**src/rtl/fpu_issue_ctrl.sv**
```systemverilog
// fpu_issue_ctrl: queues add/sub commands, issues them one at a time to
// MINHA_FPU, holds operands for FPU_LATENCY cycles, then captures the result
// and status for a valid/ready response. Keeps an OR-accumulated sticky status.
// Optional feature macro: FPU_ISSUE_SEQ_TAG_EN adds an 8-bit sequence tag
// that follows each command and is returned on rsp_tag.
module fpu_issue_ctrl #(
  parameter int unsigned FPU_LATENCY = 10,
  parameter int unsigned CMD_DEPTH   = 4
) (
  input  logic        clk,
  input  logic        reset,
  input  logic        cmd_valid,
  output logic        cmd_ready,
  input  logic [31:0] cmd_a,
  input  logic [31:0] cmd_b,
  input  logic        cmd_op,
  output logic [31:0] fpu_op_a,
  output logic [31:0] fpu_op_b,
  output logic        fpu_op_select,
  input  logic [31:0] fpu_data,
  input  logic [3:0]  fpu_status,
  output logic        rsp_valid,
  input  logic        rsp_ready,
  output logic [31:0] rsp_data,
  output logic [3:0]  rsp_status,
  output logic [3:0]  sticky_status,
  input  logic        clear_sticky,
  output logic        busy
`ifdef FPU_ISSUE_SEQ_TAG_EN
  ,
  output logic [7:0]  rsp_tag
`endif
);

  localparam int unsigned PTR_W = $clog2(CMD_DEPTH);
  localparam int unsigned OCC_W = PTR_W + 1;
  localparam int unsigned CNT_W = (FPU_LATENCY > 1) ? $clog2(FPU_LATENCY) : 1;

  typedef struct packed {
`ifdef FPU_ISSUE_SEQ_TAG_EN
    logic [7:0]  tag;
`endif
    logic        op;
    logic [31:0] a;
    logic [31:0] b;
  } cmd_entry_t;

  typedef enum logic [1:0] {
    IDLE = 2'd0,
    WAIT = 2'd1,
    DONE = 2'd2
  } state_t;

  cmd_entry_t fifo_mem [CMD_DEPTH];
  cmd_entry_t wr_entry_c;
  cmd_entry_t head_c;

  logic [PTR_W-1:0] wptr;
  logic [PTR_W-1:0] rptr;
  logic [OCC_W-1:0] occ;
  logic [OCC_W-1:0] occ_nxt_c;

  state_t           state;
  state_t           state_nxt_c;
  logic [CNT_W-1:0] cnt;
  logic [CNT_W-1:0] cnt_nxt_c;

  logic push_c;
  logic pop_c;
  logic capture_c;
  logic rsp_done_c;
  logic empty_c;

`ifdef FPU_ISSUE_SEQ_TAG_EN
  logic [7:0] seq_tag;
  logic [7:0] issue_tag;
`endif

  assign empty_c   = (occ == '0);
  assign cmd_ready = (occ != OCC_W'(CMD_DEPTH)) && !reset;
  assign push_c    = cmd_valid && cmd_ready;
  assign head_c    = fifo_mem[rptr];

  // Pack the incoming command into a FIFO entry
  always_comb begin
    wr_entry_c    = '0;
    wr_entry_c.op = cmd_op;
    wr_entry_c.a  = cmd_a;
    wr_entry_c.b  = cmd_b;
`ifdef FPU_ISSUE_SEQ_TAG_EN
    wr_entry_c.tag = seq_tag;
`endif
  end

  // Occupancy after this edge's push/pop
  always_comb begin
    occ_nxt_c = occ;
    case ({push_c, pop_c})
      2'b10:   occ_nxt_c = occ + OCC_W'(1);
      2'b01:   occ_nxt_c = occ - OCC_W'(1);
      default: occ_nxt_c = occ;
    endcase
  end

  // FIFO storage; contents need no reset since occupancy gates reads
  always_ff @(posedge clk) begin
    if (push_c) begin
      fifo_mem[wptr] <= wr_entry_c;
    end
  end

  // FIFO pointers and occupancy
  always_ff @(posedge clk) begin
    if (reset) begin
      wptr <= '0;
      rptr <= '0;
      occ  <= '0;
    end else begin
      if (push_c) wptr <= wptr + PTR_W'(1);
      if (pop_c)  rptr <= rptr + PTR_W'(1);
      occ <= occ_nxt_c;
    end
  end

  // FSM state and hold counter registers
  always_ff @(posedge clk) begin
    if (reset) begin
      state <= IDLE;
      cnt   <= '0;
    end else begin
      state <= state_nxt_c;
      cnt   <= cnt_nxt_c;
    end
  end

  // FSM next state: issue from FIFO, hold operands, then present the response
  always_comb begin
    state_nxt_c = state;
    cnt_nxt_c   = cnt;
    pop_c       = 1'b0;
    capture_c   = 1'b0;
    rsp_done_c  = 1'b0;
    case (state)
      IDLE: begin
        if (!empty_c) begin
          pop_c       = 1'b1;
          cnt_nxt_c   = CNT_W'(FPU_LATENCY - 1);
          state_nxt_c = WAIT;
        end
      end
      WAIT: begin
        if (cnt != '0) begin
          cnt_nxt_c = cnt - CNT_W'(1);
        end else begin
          capture_c   = 1'b1;
          state_nxt_c = DONE;
        end
      end
      DONE: begin
        if (rsp_valid && rsp_ready) begin
          rsp_done_c  = 1'b1;
          state_nxt_c = IDLE;
        end
      end
      default: state_nxt_c = IDLE;
    endcase
  end

  // Operand issue, result capture, sticky flags and busy
  always_ff @(posedge clk) begin
    if (reset) begin
      fpu_op_a      <= '0;
      fpu_op_b      <= '0;
      fpu_op_select <= 1'b0;
      rsp_valid     <= 1'b0;
      rsp_data      <= '0;
      rsp_status    <= '0;
      sticky_status <= '0;
      busy          <= 1'b0;
    end else begin
      if (pop_c) begin
        fpu_op_a      <= head_c.a;
        fpu_op_b      <= head_c.b;
        fpu_op_select <= head_c.op;
      end
      if (capture_c) begin
        rsp_data   <= fpu_data;
        rsp_status <= fpu_status;
        rsp_valid  <= 1'b1;
      end else if (rsp_done_c) begin
        rsp_valid <= 1'b0;
      end
      // A capture on a clearing edge keeps the new status
      if (capture_c) begin
        sticky_status <= (clear_sticky ? 4'b0000 : sticky_status) | fpu_status;
      end else if (clear_sticky) begin
        sticky_status <= '0;
      end
      busy <= (state_nxt_c != IDLE) || (occ_nxt_c != '0);
    end
  end

`ifdef FPU_ISSUE_SEQ_TAG_EN
  // Sequence tag: assigned at acceptance, follows the command to the response
  always_ff @(posedge clk) begin
    if (reset) begin
      seq_tag   <= '0;
      issue_tag <= '0;
      rsp_tag   <= '0;
    end else begin
      if (push_c)    seq_tag   <= seq_tag + 8'd1;
      if (pop_c)     issue_tag <= head_c.tag;
      if (capture_c) rsp_tag   <= issue_tag;
    end
  end
`endif

endmodule
```
**config.mk**
```make
export PLATFORM = sky130hd
export DESIGN_NAME = fpu_issue_ctrl
export DESIGN_NICKNAME = d
export VERILOG_FILES = /design/src/rtl/fpu_issue_ctrl.sv
export SDC_FILE = /design/constraint.sdc
export NUM_CORES = 1
export LEC_CHECK = 0
export CAP_MARGIN = 20
export CORE_UTILIZATION = 53
export CTS_CLUSTER_SIZE = 12
export DETAILED_ROUTE_END_ITERATION = 10
export PLACE_DENSITY = 0.8
export REMOVE_ABC_BUFFERS = 1
export SLEW_MARGIN = 15
export SYNTH_ARGS = -nofsm -noshare
export SYNTH_HDL_FRONTEND = slang
export SYNTH_SLANG_ARGS = --single-unit
```
**constraint.sdc**
```tcl
create_clock -name clk -period 4 [get_ports clk]
set_clock_uncertainty 0.2 [all_clocks]
set_input_delay 0.8 -clock clk [delete_from_list [all_inputs] [get_ports clk]]
set_output_delay 0.8 -clock clk [all_outputs]
set_load 0.05 [all_outputs]
```
After elaboration in Yosys (flattened, before gate mapping):

Memories as Yosys holds them, arrays and structs flattened. A register that Yosys moved wholly into a read port is not among the register bits.
Cells that the tools add are included.

* bits in writable memories: 260
* input bits: 106
* bits in registers: 55
* logic and storage cells: 57
* output and inout port bits: 108
* memories kept: 1

* multiplexer cells: 20
* add/sub/neg operators: 5
* bitwise logic cells: 1
* reduce and logical (&&, ||, !) cells: 13
* equality and inequality tests: 7

Memory list
* fifo_mem: words 4, bits a word 65, rd ports 1, clocked after Yosys merged registers in 1, write ports 1, RTL line 54 `cmd_entry_t fifo_mem [CMD_DEPTH];`

Operator list (count)
* 2-to-1 mux 4 bit: 4
* 2-to-1 mux 1 bit: 10
* one-hot mux 4 bit (2 select lines): 1
* 2-to-1 mux 2 bit: 3
* one-hot mux 2 bit (3 select lines): 1
* one-hot mux 3 bit (2 select lines): 1
* nonzero test 2 bit: 3
* adder 2 x 1 -> 2 bit, second input constant: 2
* equality test 2 x 1 -> 1 bit, second input constant: 2
* equality test 2 bit, second input constant: 2
* inequality test 2 bit, second input constant: 2
* bitwise OR 4 bit: 1
* nonzero test 4 bit: 1
* subtractor 4 x 1 -> 4 bit, second input constant: 1
* adder 3 x 1 -> 3 bit, second input constant: 1
* logical AND 1 bit: 3
* zero test 3 bit: 1
* inequality test 3 bit, second input constant: 1
* AND reduction 3 bit: 1
* nonzero test 3 bit: 1
* subtractor 3 x 1 -> 3 bit, second input constant: 1
* zero test 2 bit: 1
* zero test 1 bit: 1
* logical OR 1 bit: 1

Depth between registers and ports, before layout:

Gate-level depths: netlist of run 1.

* word-level depth: 7
* gate-level depth with buffers: 11
* gate-level depth less buffers: 9

Least setup slack after synthesis of run 1:

OpenSTA, ideal clock, no wires.

* kind: input to register
* from: input port cmd_valid
* to: memory fifo_mem[1][0] in the netlist's numbering, enable pin
* data arrival time: 2.801 ns
* path buffers: 0
* cell stages on the path: 3
* path slack: 0.569 ns
* required time: 3.370 ns
* cells stage by stage: inv_1 a211oi_2 and2_1

* cells in the longest elaborated chain, start to end: 3

Ends and longest elaborated chain
* start, declared: RTL line 12 `input logic cmd_valid,`
* logical AND 1 bit: RTL line 81 `assign push_c = cmd_valid && cmd_ready;`
* 2-to-1 mux 1 bit: RTL line 107 `if (push_c) begin`
* 2-to-1 mux 1 bit (implied by the code): RTL line 108 `fifo_mem[wptr] <= wr_entry_c;`
* end, declared: RTL line 54

No other way between the ends.

Worst setup path in the final report of run 1:

* from: register occ[0]
* to: output port cmd_ready

* cells in the longest elaborated chain, start to end: 2

Ends and longest elaborated chain
* start, declared: RTL line 60 `logic [OCC_W-1:0] occ;`
* start signal, assigned: RTL line 121 `occ <= occ_nxt_c;`
* inequality test 3 bit: RTL line 80 `assign cmd_ready = (occ != OCC_W'(CMD_DEPTH)) && !reset;`
* logical AND 1 bit: RTL line 80
* end, declared: RTL line 13 `output logic cmd_ready,`

No other way between the ends.

==> impl_metrics.ini, run 1 <==
[route]
post_drt_wl_per_cell_um = 18.9
drtPass1Iterations = 7
ant_nets = 0
drtIter0Drc = 624
drc = 0
num_vias = 7863
drt-total-wl_mm = 27.5
vias_per_cell = 5.42

[synth]
yosysSeqAreaShare_pct = 74.4
postSynthAreaPerCell_um2 = 15.7
syn_area_mm2 = 0.0137
ys_ff_latch = 380
synth_top_family_by_area = multiplexers
synthSimpleGateAreaFrac_pct = 7.07
synthArstFlopShare_pct = 0
synth_fa_ha_area_share_pct = 0.784
ys.flop_type = edfxtp_1
synth_edf_count = 260
yosysWarnings = 0
ys_types = 39
muxShareOfSynthArea_pct = 10.7
synth_compound_area_share_pct = 4.51
synthXorXnorAreaFrac_pct = 0.383
syn_inst = 876

[global_routing]
grt_pass1_wl_mm = 43.1
antenna_found_initial = 1
grt-ovfl-total = 0
grt_max_degree = 89
grt_pass1_vias = 8066
grtUsageTotal_pct = 21.3

[clocking]
clockBufferDepth = 3
clk_pin_slew_ns = 0.06
htreeDepth = 2
tritoncts = yes
clockRootBuffer = clkbuf_16
clock_latency_ns = 0.52
cts_num_sinks = 380
hold_buffers = 0
post-cts-setup-buffers = 0
cts_made_buffers = 39
cts.repair.resized = 0

[setup_path]
cp.buffers_inverters = 1
slowest_delay_ns = 0.84
worstSetupPathType = register to primary output
critPathMaxFanout = 5
end_kind = primary output
startpoint_type = register
cp_top_family = buffers and inverters
cp.required_ns = 3.00
worstPathArrival_ns = 2.04
critPathSlowestCell = clkdlybuf4s50_1
crit_chain = nor2_1 > a21oi_1 > clkdlybuf4s50_1

[cells_and_area]
num-fill-cells = 1705
fin_util_pct = 68.6
seq_area_mm2 = 0.0102
design_area_mm2 = 0.0173
layout.nets = 1206
drive_gt1_share_pct = 12.5
multi_input_area_mm2 = 0.00324
areaGrowthSynthToFinish_pct = 26.3

[placed_design]
io_buffers = 213
place.gp.congestion = 0.749
dp_hpwl_mm = 16.8
placed_area_mm2 = 0.0162
dpl_worst_slack_ns = 0.527

[timing]
setup_ws_ns = 0.964
drv_slew = 0
finalCritPeriodShare_pct = 75.9
rsz0062_at_grt = false
period_needed_ns = 3.04
maxSlewHeadroom_pct = 29.4
finalHoldViolCount = 0
max_clock_freq_mhz = 329
whs_ns = 0.253
finalSetupViolCount = 0
worst_pin_slew_ns = 1.06

[floorplan]
core_mm2 = 0.0253
rows = 58
dieArea_mm2 = 0.0265
fp.dieH_um = 163
start_util_pct = 54.3
io_pins = 214
die_w_um = 163

[min_path]
hp-class = register to register

[power_and_ir_drop]
power_density_mw_per_mm2 = 708
leakagePower_nw = 5.64
total_power_mw = 12.3
vdd_drop_max_mv = 0.518

[run]
cap_viol_max_count = 0

[outcome]
status = finished, final reports clean
-- registers in the layout, indices dropped and copies added, names as in the netlist, 3 cells and up --
| name | cells |
|---|---|
| cnt | 4 |
| fifo_mem | 260 |
| fpu_op_a | 32 |
| fpu_op_b | 32 |
| occ | 3 |
| rsp_data | 32 |
| rsp_status | 4 |
| sticky_status | 4 |
-- cells by family (layout without fill, tap and decap cells) --
| logic type | Yosys count | after routing |
|---|---|---|
| mux | 66 | 66 |
| xor+xnor | 6 | 6 |
| fa+ha+maj | 8 | 8 |
| simple gates | 240 | 240 |
| compound gates | 119 | 119 |
| flops | 380 | 380 |
| buf+inv | 57 | 302 |
| other cells | 0 | 1 |
-- worst register-to-register path, cell delays in order, from the launching register on --
cell,delay (ns)
dfxtp_1,0.42
nor2_1,0.12
a211oi_2,0.28
inv_1,0.08
ha_1,0.23
fa_1,0.38
xnor2_1,0.19
or3_1,0.13
a21oi_1,0.07
or4_1,0.52
-- layer usage --
layer  track usage, %  wire length (µm)  up-vias
met5                0                 0        -
met4             5.69               468        0
met3             4.10              1950       38
met2             37.1             13700      286
met1             27.3             11400     3869
li1                 -                 -     3670
-- cells in the mapped netlist, types with 2 or more instances --
cell        n  area share (%)
nor3_1      3            0.11
buf_2      16            0.58
buf_6       5            0.41
xor2_1      2            0.13
dfxtp_1   120              18
ha_1        7            0.64
nor2_1      9            0.25
mux4_2     65              11
nand2b_1    4            0.18
a311oi_1    2            0.13
and2_1      4            0.18
xnor2_1     4            0.26
nand3_1     2           0.073
clkbuf_1   20            0.55
buf_4       4            0.22
or3_1       2           0.091
buf_1       4            0.11
a21oi_1   112             4.1
inv_1       6            0.16
nand2_1   207             5.7
edfxtp_1  260              57
-- final timing paths --
path	from	to	slack, ns	cells past startpoint
min	fpu_op_a[15]	fpu_op_a[15]	0.25	2
min reg2reg	fpu_op_a[15]	fpu_op_a[15]	0.25	2
max reg2reg	occ[0]	busy	1.26	9
max	occ[0]	cmd_ready	0.96	3
-- report_power, final --
part / switching, mW / leakage, nW / internal (mW)
clock network: 1.38 / 0.560 / 1.92
registers: 0.385 / 3.34 / 4.69
logic: 2.43 / 1.73 / 1.47
-- final cells by class --
cell class                      instances  share of cell area, %
Tap cell                              330                   2.38
Timing Repair Buffer                  225                   13.1
Sequential cell                       380                   58.9
Clock buffer                           64                   6.47
Clock inverter                          6                  0.267
Antenna cell                            1                 0.0144
Multi-Input combinational cell        439                   18.7
Inverter                                7                  0.159
-- per-stage QoR --
stage                     cells  setup TNS (ns)
after global placement     1381               0
after CTS                  1451               0
final                      1452               0
after global routing       1451               0
after floorplan             826           -1.47
after detailed placement   1381               0
-- cells in the final DEF (no fill, tap or decap), types with 2 or more instances in the layout --
master           Yosys  layout
a21oi_1            112     112
a311oi_1             2       2
and2_4               0       4
buf_12               0       4
buf_4                4       9
clkbuf_1            20      21
clkbuf_16            0      40
clkbuf_8             0       3
clkdlybuf4s50_1      0     212
clkinv_2             1       3
dfxtp_1            120     118
dfxtp_4              0       2
edfxtp_1           260     260
ha_1                 7       7
inv_1                6       6
mux4_2              65      65
nand2_1            207     207
nand2b_1             4       4
nand3_1              2       2
nor2_1               9       9
nor3_1               3       3
xnor2_1              4       4
xor2_1               2       2
(Power assumes the default switching activity.)
==> run 2: changes to the inputs <==
CORE_UTILIZATION = 48   (was 53)
PLACE_DENSITY = 0.76   (was 0.8)
clock period = 2.74 ns   (was 4 ns; I/O delays follow)
==> run 2 against run 1 <==
  * Worst setup slack got worse by 0.82 ns
  * Cell count increased by 4.8%
  * Highest routed layer unchanged
  * Sequential power increased by 43%
==> impl_metrics.ini, run 2 (synthesis gave the netlist of run 1 again) <==
[cells_and_area]
areaGrowthSynthToFinish_pct = 28.9
layout_common_cells = edfxtp_1, clkdlybuf4s50_1, nand2_1
design_area_mm2 = 0.0177
fin_util_pct = 63.3
multi_input_area_mm2 = 0.00325
top_register = fifo_mem
largest_reg_flops = 260
final_common_cell = edfxtp_1
num-fill-cells = 2040
drive_gt1_share_pct = 14.5
seq_area_mm2 = 0.0102
layout.nets = 1224

[clocking]
clockRootBuffer = clkbuf_16
clockBufferDepth = 3
tritoncts = yes
cts_num_sinks = 380
htreeDepth = 2
clk_pin_slew_ns = 0.06
clock_latency_ns = 0.52
cts_made_buffers = 40

[setup_path]
r2r_cells = 9
worstSetupPathType = register to register
r2r-start = occ[1]
worstPathArrival_ns = 2.79
critPathMaxFanout = 4
r2r_end = busy
cp.required_ns = 2.94
reg2reg_slack_ns = 0.15
end_kind = register
startpoint_type = register

[route]
vias_per_cell = 5.25
drtIter0Drc = 452
drt-total-wl_mm = 28.6
wl_met2_mm = 14.3
drc = 0
ant_nets = 0
num_vias = 7989
post_drt_wl_per_cell_um = 18.8
drt-met1-wl_mm = 11.4
drtPass1Iterations = 4
route.met3.wl_mm = 2.34
routed.top_layer = met4

[timing]
worst_pin_slew_ns = 0.876
period_needed_ns = 2.59
max_clock_freq_mhz = 386
whs_ns = 0.250
finalCritPeriodShare_pct = 94.6
finalHoldViolCount = 0
maxSlewHeadroom_pct = 41.6
drv_slew = 0
finalSetupViolCount = 0

[floorplan]
fp.dieH_um = 171
dieArea_mm2 = 0.0293
io_pins = 214
die_w_um = 171
core_mm2 = 0.0279
rows = 61
start_util_pct = 49.1

[outcome]
status = finished, final reports clean

[global_routing]
grtUsageTotal_pct = 20.0
grt_max_degree = 69
grt_pass1_vias = 8216
grt_pass1_wl_mm = 44.3
grt-ovfl-total = 0
antenna_found_initial = 2

[placed_design]
placed_area_mm2 = 0.0165
place.gp.congestion = 0.681
io_buffers = 213
dp_hpwl_mm = 17.4

[min_path]
hp-start = fpu_op_a[8]
hp-class = register to register
hold_path_end = fpu_op_a[8]
hold-path-cell-count = 2

[power_and_ir_drop]
power_density_mw_per_mm2 = 1030
total_power_mw = 18.2
vdd_drop_max_mv = 0.608
leakagePower_nw = 5.78

[run]
cap_viol_max_count = 0
-- run 2: area by class of cell --
type / instances / share of cell area (%)
diodes: 2 / 0.0283
well taps: 378 / 2.67
inverters: 7 / 0.156
flip-flops and latches: 380 / 57.8
clock inverters: 9 / 0.325
clock buffers: 65 / 6.48
multi-input cells: 439 / 18.4
repair buffers: 242 / 14.2
-- run 2: layer usage --
metal	GRT usage, %	vias to the layer above
li1	-	3708
met1	25.0	3945
met2	34.6	288
met3	4.83	48
met4	5.90	0
met5	0	-
-- run 2: worst max path at each step --
stage	slack, ns	from	endpoint
detailed placement	-0.47	cmd_valid	busy
floorplan	-2.07	occ[0]	busy
CTS	0.05	occ[1]	busy
global route	-0.02	occ[0]	busy
finish	0.15	occ[1]	busy
global placement	-0.44	cmd_valid	busy
-- run 2: timing repair --
action,CTS,global route
buffers inserted,0,1
endpoints found under the setup margin,0,1
hold buffers,0,0
gates resized for setup,0,5
-- run 2: stage by stage --
| stage | TNS [ns] | setup slack, ns | cells |
|---|---|---|---|
| 2_1_floorplan | -200.97 | -2.07 | 826 |
| 3_3_place_gp | -0.540 | -0.442 | 1445 |
| 3_5_place_dp | -0.599 | -0.473 | 1445 |
| 4_1_cts | 0 | 0.0452 | 1519 |
| 5_1_grt | -0.0220 | -0.0220 | 1520 |
| 6_report | 0 | 0.148 | 1522 |
-- run 2: worst max-delay path, cell delays in order (launching register included) --
cell	delay (ns)
dfxtp_2	0.38
nor2_1	0.09
a211oi_2	0.26
inv_1	0.07
ha_1	0.23
fa_2	0.36
xnor2_2	0.16
or3_1	0.12
a21oi_1	0.07
or4_1	0.53
-- run 2: where the power goes --
part           internal, mW  switching, mW
combinational          2.26           3.77
clock                  2.87           2.07
sequential             6.85          0.388
total                  12.0           6.23
